## config.mk

```make
export PLATFORM = sky130hd
export DESIGN_NAME = control_sequencer
export DESIGN_NICKNAME = d
export VERILOG_FILES = /design/src/rtl/control_sequencer.sv
export SDC_FILE = /design/constraint.sdc
export NUM_CORES = 1
export LEC_CHECK = 0
export CAP_MARGIN = 30
export CORE_MARGIN = 5
export CORE_UTILIZATION = 51
export CTS_BUF_LIST = sky130_fd_sc_hd__clkbuf_8
export CTS_CLUSTER_DIAMETER = 30
export DETAILED_ROUTE_END_ITERATION = 10
export PLACE_DENSITY_LB_ADDON = 0.2
export SKIP_CTS_REPAIR_TIMING = 1
export SYNTH_ARGS = -nofsm -noshare
export SYNTH_HDL_FRONTEND = slang
export SYNTH_SLANG_ARGS = --single-unit
```

## constraint.sdc

```tcl
create_clock -name clk -period 2.8 [get_ports clk]
set_input_delay 0.7 -clock clk [delete_from_list [all_inputs] [get_ports clk]]
set_output_delay 0.7 -clock clk [all_outputs]
set_load 0.005 [all_outputs]
```

## src/rtl/control_sequencer.sv

```systemverilog
// ---------------------------------------------------------------------------
// control_sequencer
//
// Multi-cycle sequencer for the harvard MIPS control path. It produces the
// fetch/execute `state` bit used by the combinational `control` decoder and
// adds the following on top of it:
//   - variable-latency stalls for MULT/MULTU/DIV/DIVU and for memory wait;
//   - a terminal halt state;
//   - a retired-instruction counter.
//
// Ports:
//   clk                 system clock, rising edge
//   reset_n             asynchronous active-low reset
//   instruction_opcode  opcode of the instruction held in the IR
//   func_code           func field of the instruction held in the IR
//   mem_waitrequest     instruction/data memory not ready this cycle
//   halt_req            halt condition, honoured only in a retire cycle
//   state               0 = fetch, 1 = execute
//   state_code          IDLE=0 FETCH=1 EXEC=2 MD_WAIT=3 MEM_WAIT=4 HALT=5
//   ir_write            latch fetched instruction into IR
//   pc_write            update PC; marks instruction retire
//   muldiv_start        one-cycle start pulse to the mul/div unit
//   hilo_write          commit mul/div result to HI/LO
//   stall               high in MD_WAIT or MEM_WAIT
//   active              CPU running (low in IDLE and HALT)
//   retired             count of pc_write pulses, wraps silently
//
// Outputs are decoded from the registered state and counter, qualified by
// mem_waitrequest where the memory handshake requires it, so ir_write and
// pc_write can react in the same cycle the memory becomes ready.
// ---------------------------------------------------------------------------
module control_sequencer #(
    parameter int MUL_CYCLES = 4,
    parameter int DIV_CYCLES = 32,
    parameter int CNT_W      = 6,
    parameter int RETIRE_W   = 32
) (
    input  logic                clk,
    input  logic                reset_n,
    input  logic [5:0]          instruction_opcode,
    input  logic [5:0]          func_code,
    input  logic                mem_waitrequest,
    input  logic                halt_req,
    output logic                state,
    output logic [2:0]          state_code,
    output logic                ir_write,
    output logic                pc_write,
    output logic                muldiv_start,
    output logic                hilo_write,
    output logic                stall,
    output logic                active,
    output logic [RETIRE_W-1:0] retired
);

    typedef enum logic [2:0] {
        ST_IDLE     = 3'd0,
        ST_FETCH    = 3'd1,
        ST_EXEC     = 3'd2,
        ST_MD_WAIT  = 3'd3,
        ST_MEM_WAIT = 3'd4,
        ST_HALT     = 3'd5
    } state_t;

    localparam logic [5:0] OP_SPECIAL = 6'b000000;
    localparam logic [5:0] OP_LW      = 6'b100011;
    localparam logic [5:0] OP_SW      = 6'b101011;
    localparam logic [5:0] FN_MULT    = 6'b011000;
    localparam logic [5:0] FN_MULTU   = 6'b011001;
    localparam logic [5:0] FN_DIV     = 6'b011010;
    localparam logic [5:0] FN_DIVU    = 6'b011011;

    // Counter reload values: MD_WAIT lasts reload+1 cycles.
    localparam logic [CNT_W-1:0] MUL_LOAD = CNT_W'(MUL_CYCLES - 1);
    localparam logic [CNT_W-1:0] DIV_LOAD = CNT_W'(DIV_CYCLES - 1);

    state_t                state_r;
    logic [CNT_W-1:0]      cnt_r;
    logic [RETIRE_W-1:0]   retired_r;

    logic                  is_mul_s;
    logic                  is_div_s;
    logic                  is_mem_s;
    logic                  cnt_zero_s;
    state_t                retire_dest_s;

    // Instruction class decode of the IR contents.
    always_comb begin
        is_mul_s      = (instruction_opcode == OP_SPECIAL) &&
                        ((func_code == FN_MULT) || (func_code == FN_MULTU));
        is_div_s      = (instruction_opcode == OP_SPECIAL) &&
                        ((func_code == FN_DIV) || (func_code == FN_DIVU));
        is_mem_s      = (instruction_opcode == OP_LW) || (instruction_opcode == OP_SW);
        cnt_zero_s    = (cnt_r == {CNT_W{1'b0}});
        // halt_req only matters in a retire cycle, which is where this is used.
        if (halt_req) begin
            retire_dest_s = ST_HALT;
        end else begin
            retire_dest_s = ST_FETCH;
        end
    end

    // Output decode from registered state/counter plus memory handshake.
    always_comb begin
        state        = 1'b0;
        ir_write     = 1'b0;
        pc_write     = 1'b0;
        muldiv_start = 1'b0;
        hilo_write   = 1'b0;
        stall        = 1'b0;
        active       = 1'b0;
        case (state_r)
            ST_IDLE: begin
                active = 1'b0;
            end
            ST_FETCH: begin
                active   = 1'b1;
                ir_write = ~mem_waitrequest;
            end
            ST_EXEC: begin
                state  = 1'b1;
                active = 1'b1;
                if (is_mul_s || is_div_s) begin
                    muldiv_start = 1'b1;
                end else if (is_mem_s && mem_waitrequest) begin
                    pc_write = 1'b0;
                end else begin
                    pc_write = 1'b1;
                end
            end
            ST_MD_WAIT: begin
                state      = 1'b1;
                active     = 1'b1;
                stall      = 1'b1;
                hilo_write = cnt_zero_s;
                pc_write   = cnt_zero_s;
            end
            ST_MEM_WAIT: begin
                state    = 1'b1;
                active   = 1'b1;
                stall    = 1'b1;
                pc_write = ~mem_waitrequest;
            end
            ST_HALT: begin
                active = 1'b0;
            end
            default: begin
                active = 1'b0;
            end
        endcase
    end

    // Sequencer state, latency counter and retire counter.
    always_ff @(posedge clk or negedge reset_n) begin
        if (!reset_n) begin
            state_r   <= ST_IDLE;
            cnt_r     <= {CNT_W{1'b0}};
            retired_r <= {RETIRE_W{1'b0}};
        end else begin
            if (pc_write) begin
                retired_r <= retired_r + RETIRE_W'(1);
            end
            case (state_r)
                ST_IDLE: begin
                    state_r <= ST_FETCH;
                end
                ST_FETCH: begin
                    if (!mem_waitrequest) begin
                        state_r <= ST_EXEC;
                    end
                end
                ST_EXEC: begin
                    if (is_mul_s) begin
                        cnt_r   <= MUL_LOAD;
                        state_r <= ST_MD_WAIT;
                    end else if (is_div_s) begin
                        cnt_r   <= DIV_LOAD;
                        state_r <= ST_MD_WAIT;
                    end else if (is_mem_s && mem_waitrequest) begin
                        state_r <= ST_MEM_WAIT;
                    end else begin
                        state_r <= retire_dest_s;
                    end
                end
                ST_MD_WAIT: begin
                    if (!cnt_zero_s) begin
                        cnt_r <= cnt_r - CNT_W'(1);
                    end else begin
                        state_r <= retire_dest_s;
                    end
                end
                ST_MEM_WAIT: begin
                    if (!mem_waitrequest) begin
                        state_r <= retire_dest_s;
                    end
                end
                ST_HALT: begin
                    state_r <= ST_HALT;
                end
                default: begin
                    // Unreachable encodings fall back to a clean restart.
                    state_r <= ST_IDLE;
                    cnt_r   <= {CNT_W{1'b0}};
                end
            endcase
        end
    end

    assign state_code = state_r;
    assign retired    = retired_r;

endmodule

```

Yosys cells after proc, flatten, opt, wreduce, memory -nomap -nowiden
Index checks and enable logic that the tools add are counted.
{"block": "classes", "add_sub_neg": 2, "n_eq_ne": 16, "n_mux": 22, "bitwise_logic": 2, "reduce_logical": 16}
{"cell": "$add A32 B1 Y32 const B", "count": 1}
{"cell": "$eq A6 B5 Y1 const B", "count": 4}
{"cell": "$mux W3", "count": 7}
{"cell": "$mux W6", "count": 3}
{"cell": "$pmux W3 S6", "count": 1}
{"cell": "$pmux W6 S3", "count": 1}
{"cell": "$eq A6 B6 Y1 const B", "count": 2}
{"cell": "$logic_not A6 Y1", "count": 2}
{"cell": "$mux W1", "count": 9}
{"cell": "$ne A2 B2 Y1 const B", "count": 4}
{"cell": "$reduce_or A4 Y1", "count": 2}
{"cell": "$eq A3 B2 Y1 const B", "count": 2}
{"cell": "$eq A3 B3 Y1 const B", "count": 2}
{"cell": "$reduce_and A3 Y1", "count": 2}
{"cell": "$sub A6 B1 Y6 const B", "count": 1}
{"cell": "$logic_or A1 B1 Y1", "count": 4}
{"cell": "$eq A3 B1 Y1 const B", "count": 1}
{"cell": "$logic_and A1 B1 Y1", "count": 3}
{"cell": "$logic_not A3 Y1", "count": 1}
{"cell": "$ne A3 B3 Y1 const B", "count": 1}
{"cell": "$pmux W1 S3", "count": 1}
{"cell": "$reduce_or A3 Y1", "count": 1}
{"cell": "$not A1 Y1", "count": 2}
{"cell": "$reduce_or A2 Y1", "count": 1}
{"block": "totals", "register_bits": 41, "in_bits": 16, "output_inout_bits": 42, "elab_cells": 61}

Logic depth before layout (Yosys ltp)
Gate-level depths: netlist of the first run.
{"block": "depth", "ltp_word": 7, "ltp_mapped": 9, "mapped_depth_nobuf": 8}

Least setup slack after synthesis of the first run
Ideal clock, no wire load.
{"block": "synth_timing", "path_type": "input to output", "startpoint": "in instruction_opcode[1]", "endpoint": "out pc_write", "t_arrival_ns": 1.963, "path_slack_ns": 0.137, "stages": 5, "path_buffers": 1, "cell_sequence": "or4_1 -> or3_4 -> a31oi_4 -> buf_6 -> inv_4"}
{"block": "synth_via", "elab_chain_len": 6, "word_cells_on_any_way": 11}
{"item": "start: declaration", "line_no": "40", "rtl": "input logic [5:0] instruction_opcode,"}
{"item": "$eq A6 B6 Y1", "line_no": "92", "rtl": "is_mem_s = (instruction_opcode == OP_LW) || (instruction_opcode == OP_SW);"}
{"item": "$logic_or A1 B1 Y1", "line_no": "92"}
{"item": "$logic_and A1 B1 Y1", "line_no": "124", "rtl": "end else if (is_mem_s && mem_waitrequest) begin"}
{"item": "$mux W1", "line_no": "124"}
{"item": "$mux W1 (*)", "line_no": "122", "rtl": "if (is_mul_s || is_div_s) begin"}
{"item": "$pmux W1 S3 (*)", "line_no": "111", "rtl": "case (state_r)"}
{"item": "end: declaration", "line_no": "47", "rtl": "output logic pc_write,"}
Every way passes the cells marked *; elsewhere a longest branch is shown, timed or not.

Worst setup path in the final report of the first run
Ends and elaborated chain as after synthesis.

==> out/qor.csv, run 1 <==
metric,value,unit
hp-class,reg2reg,
clockPowerShare,0.221,
critical_path.max_fanout,2,
via_per_inst,5.61,
finalSetupTns,-0.103,ns
crit_top_cell,buf_6,
synth_cell_type_count,45,
drt_iter0_markers,96,
cts_tree,done,
ys_seq_elements,41,
cp_cell_sequence,buf_6 > or4_4 > or3_4 > buf_6 > a31oi_4 > inv_4 > buf_6,
grt_pass1_vias,1914,
final_cell_mix,"clkdlybuf4s50_1 (46), dfrtp_1 (41), xor2_1 (27)",
stdcell_area,3180,sq um
cts_made_buffers,5,
min_path_cells,1,
finalCoreUtilization,0.725,
syn_inst,233,
io_buffer_count,56,
synth_edf_count,0,
grt_max_degree,42,
max_slew_margin,0.409,
gp_congestion,0.862,
wl_per_cell,15.4,um
cts_root_buffer,clkbuf_8,
grt_use_total,0.183,
ir_drop,0.000546,V
cp.required,2.10,ns
clock_path_buffers,2,
cpMaxStageDelayCell,or4_4,
r2r_cells,6,
clk_pin_slew,0.07,ns
syn_nets,251,
num_vias,2002,
fill_cells,318,
violations,setup timing,
clock_latency,0.29,ns
die-area,5980,sq um
combPwrFrac,0.455,
avgSynthCellArea,9.92,sq um
pwr-share-seq,0.324,
die_h,77.3,um
crit_cells,7,
async_flop_share,1.00,
tightest_slew,0.887,ns
coreArea,4380,sq um
area_growth,37.4,%
pin_count,58,
crit_path_start_kind,input port,
finalCritPeriodShare,1.04,
start_util,0.527,
outcome,"finished, violations left",
worstSetupPathType,in2out,
synth_area,2310,sq um
clkSinkCount,41,
switching_share,0.367,
dp.final_hpwl,3920,um
intPower,1.59,mW
nNetsFinal,322,
cp-end-kind,output pin,
hold_violations,0,
fmax,345,MHz
rows,24,
cts_max_level,2,
critPathTopFamily,simple AND/OR/NAND/NOR gates,
p_leak,1.25,nW
power_density,791,nW/um^2
die_w,77.3,um
final_max_slew_viol_count,0,
grt_pass1_wl,9170,um
clock_skew,0.00732,ns
switchingPower,0.922,mW
ys_warn_count,0,
post-route-min-period,2.90,ns
finalSetupViolations,2,
drive_above_1_share,0.190,
cp_num_buf_inv,4,
dr.pass1.iters,4,
yosys_most_used_dff,dfrtp_1,
cpPeakStageDelay,0.52,ns
rsz0062_at_grt,true,
grt_overflow,0,
ys_seq_area_frac,0.444,
setup_ws,-0.0988,ns
placed_cells_incl_taps,344,
final_cells,357,
antenna_left,0,
critPathArrivalTime,2.20,ns
antenna_found_initial,0,
antenna_cells,0,
routed_wl,5490,um
postPlaceCellArea,2970,sq um
max_cap_viol_count,0,
fin_hold_ws,0.484,ns
final_common_cell,clkdlybuf4s50_1,
drcViolationCount,0,
==> logic make-up after synthesis <==
kind of cell,share of synthesized area
fa+ha+maj,0.0108
compound gates,0.0758
mux,0.0157
flops,0.444
simple gates,0.290
xor+xnor,0.121
buf+inv,0.0427
==> state kept, by name (all words and copies together) (netlist names) <==
signal and cells:
state_code 3, cnt_r 6, retired 32
==> routing by layer <==
metal	share of wire	wire length [um]	global-route usage
met2	0.48	2620	0.285
met4	0.0056	31	0.0567
met3	0.053	289	0.0428
met1	0.46	2550	0.256
met5	0	0	0
==> power by group through the flow <==
stage | Clock (mW) | Combinational, mW | Sequential (mW)
finish | 0.557 | 1.14 | 0.814
global route | 0.594 | 1.26 | 0.833
CTS | 0.567 | 1.10 | 0.814
detailed placement | 0 | 1.10 | 0.825
global placement | 0 | 1.07 | 0.824
floorplan | 0 | 0.701 | 0.791
==> cell type report <==
type                       instances  area [sq um]  share of cell area
inverter                           7          28.8             0.00906
timing repair buffer              75           707               0.223
sequential                        41          1030               0.323
multi-input combinational        174          1220               0.383
tap                               52          65.1              0.0205
clock inverter                     3          65.1              0.0205
clock buffer                       5          68.8              0.0217
==> Yosys cell counts (all sizes together) (4+ instances only) <==
master | count | area [sq um]
a21oi | 8 | 40.0
buf | 8 | 58.8
dfrtp | 41 | 1030
inv | 7 | 28.8
nand2 | 18 | 67.6
nand3 | 14 | 70.1
nand4 | 9 | 56.3
nor2 | 16 | 60.1
nor3 | 18 | 135
nor4 | 11 | 68.8
nor4b | 4 | 53.8
o21ai | 8 | 40.0
xnor2 | 5 | 43.8
xor2 | 27 | 236
==> through the flow <==
step | setup WS, ns | power, mW
6_report | -0.0988 | 2.51
5_1_grt | -0.140 | 2.68
4_1_cts | -0.625 | 2.48
3_5_place_dp | -0.628 | 1.92
3_3_place_gp | -0.614 | 1.90
2_1_floorplan | 0.137 | 1.49
==> final timing paths <==
path / from / end / slack [ns]
setup / recovery: instruction_opcode[1] / pc_write / -0.1
hold / removal: retired[25] / retired[25] / 0.48
setup reg to reg: cnt_r[3] / retired[23] / 0.48
hold reg to reg: retired[25] / retired[25] / 0.48
max in group asynchronous: reset_n / retired[0] / 1.72
min in group asynchronous: reset_n / retired[9] / 0.53
Note: power is estimated with default switching activity, not from simulation.
==> run 2: changes to the inputs <==
==> constraint.sdc (replaced) <==
create_clock -name clk -period 2.86 [get_ports clk]
set_input_delay 0.715 -clock clk [delete_from_list [all_inputs] [get_ports clk]]
set_output_delay 0.715 -clock clk [all_outputs]
set_load 0.005 [all_outputs]
==> run 2 against run 1 <==
  * The run still ends with setup timing left
  * Final area fell by 1.7%
  * Non-clock buffer count fell by 3
  * Global-route usage about the same
  * Sequential share of layout area is 0.54 points higher
  * Setup slack gained 0.027 ns
  * Largest power group unchanged
  * Combinational power is 4% lower
  * Via count down 0.25%
  * Register-to-register slack improved by 0.07 ns
  * Count of clock-buffer cells in the layout did not move
  * First-iteration DRC count decreased by 11%
  * Worst hold slack worse by 0.10 ns
  * Final cell count is 0.84% lower
==> out/qor.csv, run 2 (synthesis gave the netlist of run 1 again) <==
metric,value,unit,change
hold_violations,0,,unchanged
nNetsFinal,319,,-0.93%
rsz0062_at_grt,true,,
fmax,341,MHz,
postPlaceCellArea,2950,sq um,-0.51%
antenna_found_initial,0,,unchanged
max_slew_margin,0.601,,+0.192
setup_ws,-0.0722,ns,+0.0266 ns
clock_latency,0.29,ns,about the same
start_util,0.527,,unchanged
r2r_cells,6,,unchanged
final_max_slew_viol_count,0,,unchanged
cts_made_buffers,5,,unchanged
antenna_left,0,,unchanged
cts_tree,done,,
tightest_slew,0.595,ns,-0.292 ns
largest_reg_flops,32,,unchanged
worstSetupPathType,in2out,,
endpoint,pc_write,,
hp-class,in2async,,
crit_path_start_kind,input port,,
clock_path_buffers,2,,unchanged
grt_overflow,0,,unchanged
pin_count,58,,unchanged
area_growth,35.1,%,
die_h,77.3,um,unchanged
via_per_inst,5.64,,+0.60%
cts_root_buffer,clkbuf_8,,
rows,24,,unchanged
num_vias,1997,,-0.25%
io_buffer_count,56,,unchanged
critPathArrivalTime,2.22,ns,+0.02 ns
die_w,77.3,um,unchanged
finalSetupViolations,1,,-1
drt_iter0_markers,85,,-11%
coreArea,4380,sq um,unchanged
clkSinkCount,41,,unchanged
ir_drop,0.000477,V,-13%
power_density,725,nW/um^2,-8.4%
violations,setup timing,,
rrSetupSlack,0.55,ns,+0.07 ns
dr.pass1.iters,4,,unchanged
p_leak,1.20,nW,-4.2%
die-area,5980,sq um,unchanged
cp.required,2.14,ns,+0.04 ns
wl_per_cell,15.6,um,+1.7%
antenna_cells,0,,unchanged
finalSetupTns,-0.0722,ns,+0.0311 ns
final_cell_mix,"clkdlybuf4s50_1 (46), dfrtp_1 (41), xor2_1 (27)",,
clk_pin_slew,0.08,ns,about the same
cp-startpoint,func_code[2],,
finalCritPeriodShare,1.03,,
max_cap_viol_count,0,,unchanged
clock_skew,0.00878,ns,+0.00146 ns
post-route-min-period,2.93,ns,
reg2reg_from,cnt_r[3],,
dp.final_hpwl,3950,um,+0.67%
drive_above_1_share,0.189,,-0.00142
final_common_cell,clkdlybuf4s50_1,,
r2r-end,retired[25],,
grt_max_degree,42,,unchanged
grt_pass1_vias,1950,,+1.9%
critical_path.max_fanout,2,,unchanged
cts_max_level,2,,unchanged
cp-end-kind,output pin,,
stdcell_area,3120,sq um,-1.7%
grt_use_total,0.184,,+0.000374
outcome,"finished, violations left",,
gp_congestion,0.892,,+3.5%
grt_pass1_wl,9080,um,-0.98%
routed_wl,5530,um,+0.80%
drcViolationCount,0,,unchanged
-- run 2: metrics by stage --
stage	hold slack [ns]	worst slack, ns	instances	total power [mW]	utilization
final	0.381	-0.0722	354	2.26	0.713
after floorplan	0.419	0.167	233	1.46	-
after CTS	0.487	-0.620	350	2.24	0.693
after detailed placement	0.475	-0.621	342	1.86	0.674
after global placement	0.462	-0.590	342	1.84	0.674
after global routing	0.398	-0.101	354	2.42	0.713
-- run 2: where the power goes --
group	internal (mW)	switching, mW
logic	0.518	0.570
registers	0.673	0.133
clock network	0.168	0.202
total	1.36	0.905
-- run 2: worst min path at each step --
stage,start,endpoint,slack [ns],depth (start not counted)
global placement,retired[31],retired[31],0.46,1
CTS,retired[25],retired[25],0.49,1
detailed placement,retired[25],retired[25],0.47,1
global route,reset_n,retired[6],0.40,2
floorplan,reset_n,cnt_r[0],0.42,0
finish,reset_n,retired[5],0.38,2
-- run 2: worst max-delay path, cell delays in order --
cell and delay (ns):
buf_6 0.09, or4_4 0.53, or3_4 0.41, buf_6 0.13, a31oi_4 0.18, inv_4 0.05
buf_6 0.11
-- run 2: layout make-up --
| type | count | area, sq um |
|---|---|---|
| clock inverters | 3 | 17.5 |
| repair buffers | 72 | 689 |
| multi-input cells | 174 | 1230 |
| flip-flops and latches | 41 | 1030 |
| inverters | 7 | 28.8 |
| clock buffers | 5 | 68.8 |
| fillers | 340 | 1260 |
| well taps | 52 | 65.1 |
-- run 2: per-layer routing --
layer / track usage / up-vias / part of all wire
met4: 0.0584 / 0 / 0.012
met5: 0 / - / 0
met3: 0.0428 / 9 / 0.048
met1: 0.247 / 969 / 0.46
li1: - / 971 / -
met2: 0.295 / 48 / 0.48
==> run 3: changes to the inputs <==
--- a/config.mk
+++ b/config.mk
@@ -11,7 +11,7 @@
 export CTS_BUF_LIST = sky130_fd_sc_hd__clkbuf_8
 export CTS_CLUSTER_DIAMETER = 30
 export DETAILED_ROUTE_END_ITERATION = 10
-export PLACE_DENSITY_LB_ADDON = 0.2
+export PLACE_DENSITY = 0.93
 export SKIP_CTS_REPAIR_TIMING = 1
 export SYNTH_ARGS = -nofsm -noshare
 export SYNTH_HDL_FRONTEND = slang
==> constraint.sdc (replaced) <==
create_clock -name clk -period 2.85 [get_ports clk]
set_input_delay 0.7125 -clock clk [delete_from_list [all_inputs] [get_ports clk]]
set_output_delay 0.7125 -clock clk [all_outputs]
set_load 0.005 [all_outputs]
==> run 3 against run 2 <==
  * Core utilization is 0.80 points lower
  * Final cell count down 0.85%
  * Critical path type unchanged
  * Clock power increased by 1%
  * Via count about the same
  * Global-route usage decreased by 0.72 points
  * The flow now finishes without violations
  * Worst hold slack gained 0.094 ns
  * Die area is the same
  * Flip-flop and latch count did not move
==> out/qor.csv, run 3 (synthesis gave the netlist of run 1 again) <==
metric,value,unit,change
outcome,completed,,
routed_wl,5370,um,-3.0%
hold_violations,0,,unchanged
grt_overflow,0,,unchanged
tightest_slew,0.882,ns,+0.287 ns
crit_path_start_kind,input port,,
ir_drop,0.000416,V,-13%
final_common_cell,clkdlybuf4s50_1,,
start_util,0.527,,unchanged
largest_reg_flops,32,,unchanged
worstSetupPathType,in2out,,
antenna_left,0,,unchanged
hp-class,reg2reg,,
power_density,730,nW/um^2,+0.76%
critical_path.max_fanout,3,,+1
grt_max_degree,42,,unchanged
post-route-min-period,2.83,ns,
die-area,5980,sq um,unchanged
max_slew_margin,0.412,,-0.189
final_cell_mix,"clkdlybuf4s50_1 (45), dfrtp_1 (41), xor2_1 (27)",,
gp_congestion,0.821,,-8.0%
cts_max_level,2,,unchanged
cp.required,2.14,ns,about the same
die_h,77.3,um,unchanged
grt_pass1_vias,1896,,-2.8%
clkSinkCount,41,,unchanged
grt_pass1_wl,8760,um,-3.5%
num_vias,1998,,+0.050%
drive_above_1_share,0.177,,-0.0115
setup_ws,0.0211,ns,+0.0934 ns
die_w,77.3,um,unchanged
area_growth,33.6,%,
rsz0062_at_grt,true,,
finalSetupViolations,0,,-1
io_buffer_count,56,,unchanged
antenna_cells,0,,unchanged
rows,24,,unchanged
pin_count,58,,unchanged
reg2reg_from,cnt_r[3],,
antenna_found_initial,0,,unchanged
drcViolationCount,0,,unchanged
finalCritPeriodShare,0.993,,
dp.final_hpwl,3870,um,-2.1%
critPathArrivalTime,2.12,ns,-0.10 ns
dr.pass1.iters,4,,unchanged
r2r-end,retired[27],,
grt_use_total,0.177,,-0.00715
fmax,353,MHz,
cts_root_buffer,clkbuf_8,,
drt_iter0_markers,172,,+100%
dp_slack,-0.570,ns,+0.0509 ns
fin_hold_ws,0.475,ns,+0.0943 ns
via_per_inst,5.69,,+0.91%
cp-end-kind,output pin,,
wl_per_cell,15.3,um,-2.2%
rrSetupSlack,0.56,ns,about the same
p_leak,1.20,nW,+0.35%
coreArea,4380,sq um,unchanged
clock_path_buffers,2,,unchanged
clock_latency,0.30,ns,about the same
clk_pin_slew,0.08,ns,about the same
cts_made_buffers,5,,unchanged
nNetsFinal,316,,-0.94%
hold_path_end,retired[31],,
clock_skew,0.00722,ns,-0.00156 ns
final_max_slew_viol_count,0,,unchanged
hold_start,retired[31],,
cts_tree,done,,
r2r_cells,6,,unchanged
min_path_cells,1,,
max_cap_viol_count,0,,unchanged
-- run 3: changes by cell type in the layout (fill, tap and decap cells not counted) --
cell,before,now
dlymetal6s2s_1,4,6
clkbuf_2,2,3
buf_12,1,0
nor3_1,8,9
buf_6,3,1
buf_2,2,1
clkdlybuf4s50_1,46,45
nor3_2,10,9
or3_1,2,1
buf_4,14,13
or3_4,1,2
-- run 3: area by class of cell --
class | instances | area (sq um)
multi-input combinational | 174 | 1230
inverter | 7 | 28.8
sequential | 41 | 1030
clock inverter | 3 | 17.5
clock buffer | 5 | 68.8
fill | 319 | 1290
tap | 52 | 65.1
timing repair buffer | 69 | 654
-- run 3: through the flow --
step / TNS (ns) / instance area (sq um) / power, mW / utilization / std cells
2_1_floorplan: 0 / 2310 / 1.47 / - / 233
3_3_place_gp: -4.78 / 2940 / 1.81 / 0.670 / 340
3_5_place_dp: -5.32 / 2940 / 1.84 / 0.670 / 340
4_1_cts: -1.28 / 3020 / 2.22 / 0.690 / 348
5_1_grt: -0.0384 / 3090 / 2.41 / 0.705 / 351
6_report: 0 / 3090 / 2.26 / 0.705 / 351
-- run 3: layer usage --
layer	share of wire	global-route usage	up-vias
li1	-	-	960
met1	0.40	0.215	955
met2	0.51	0.301	75
met3	0.071	0.0509	8
met4	0.015	0.0567	0
met5	0	0	-
-- run 3: report_power, final --
part	switching (mW)	internal, mW
Clock	0.207	0.169
Combinational	0.543	0.517
Sequential	0.145	0.675
-- run 3: worst max path at each step --
stage	cells after the start	start	endpoint
2_1_floorplan	5	instruction_opcode[1]	pc_write
3_3_place_gp	6	instruction_opcode[1]	pc_write
3_5_place_dp	6	instruction_opcode[1]	pc_write
4_1_cts	5	instruction_opcode[1]	muldiv_start
5_1_grt	6	func_code[2]	pc_write
6_report	6	func_code[2]	pc_write
-- run 3: critical path, cell delays in order --
cell and delay [ns]:
clkbuf_2 0.08, or4_4 0.52, or3_4 0.42, a31oi_4 0.22
inv_4 0.05, buf_6 0.11
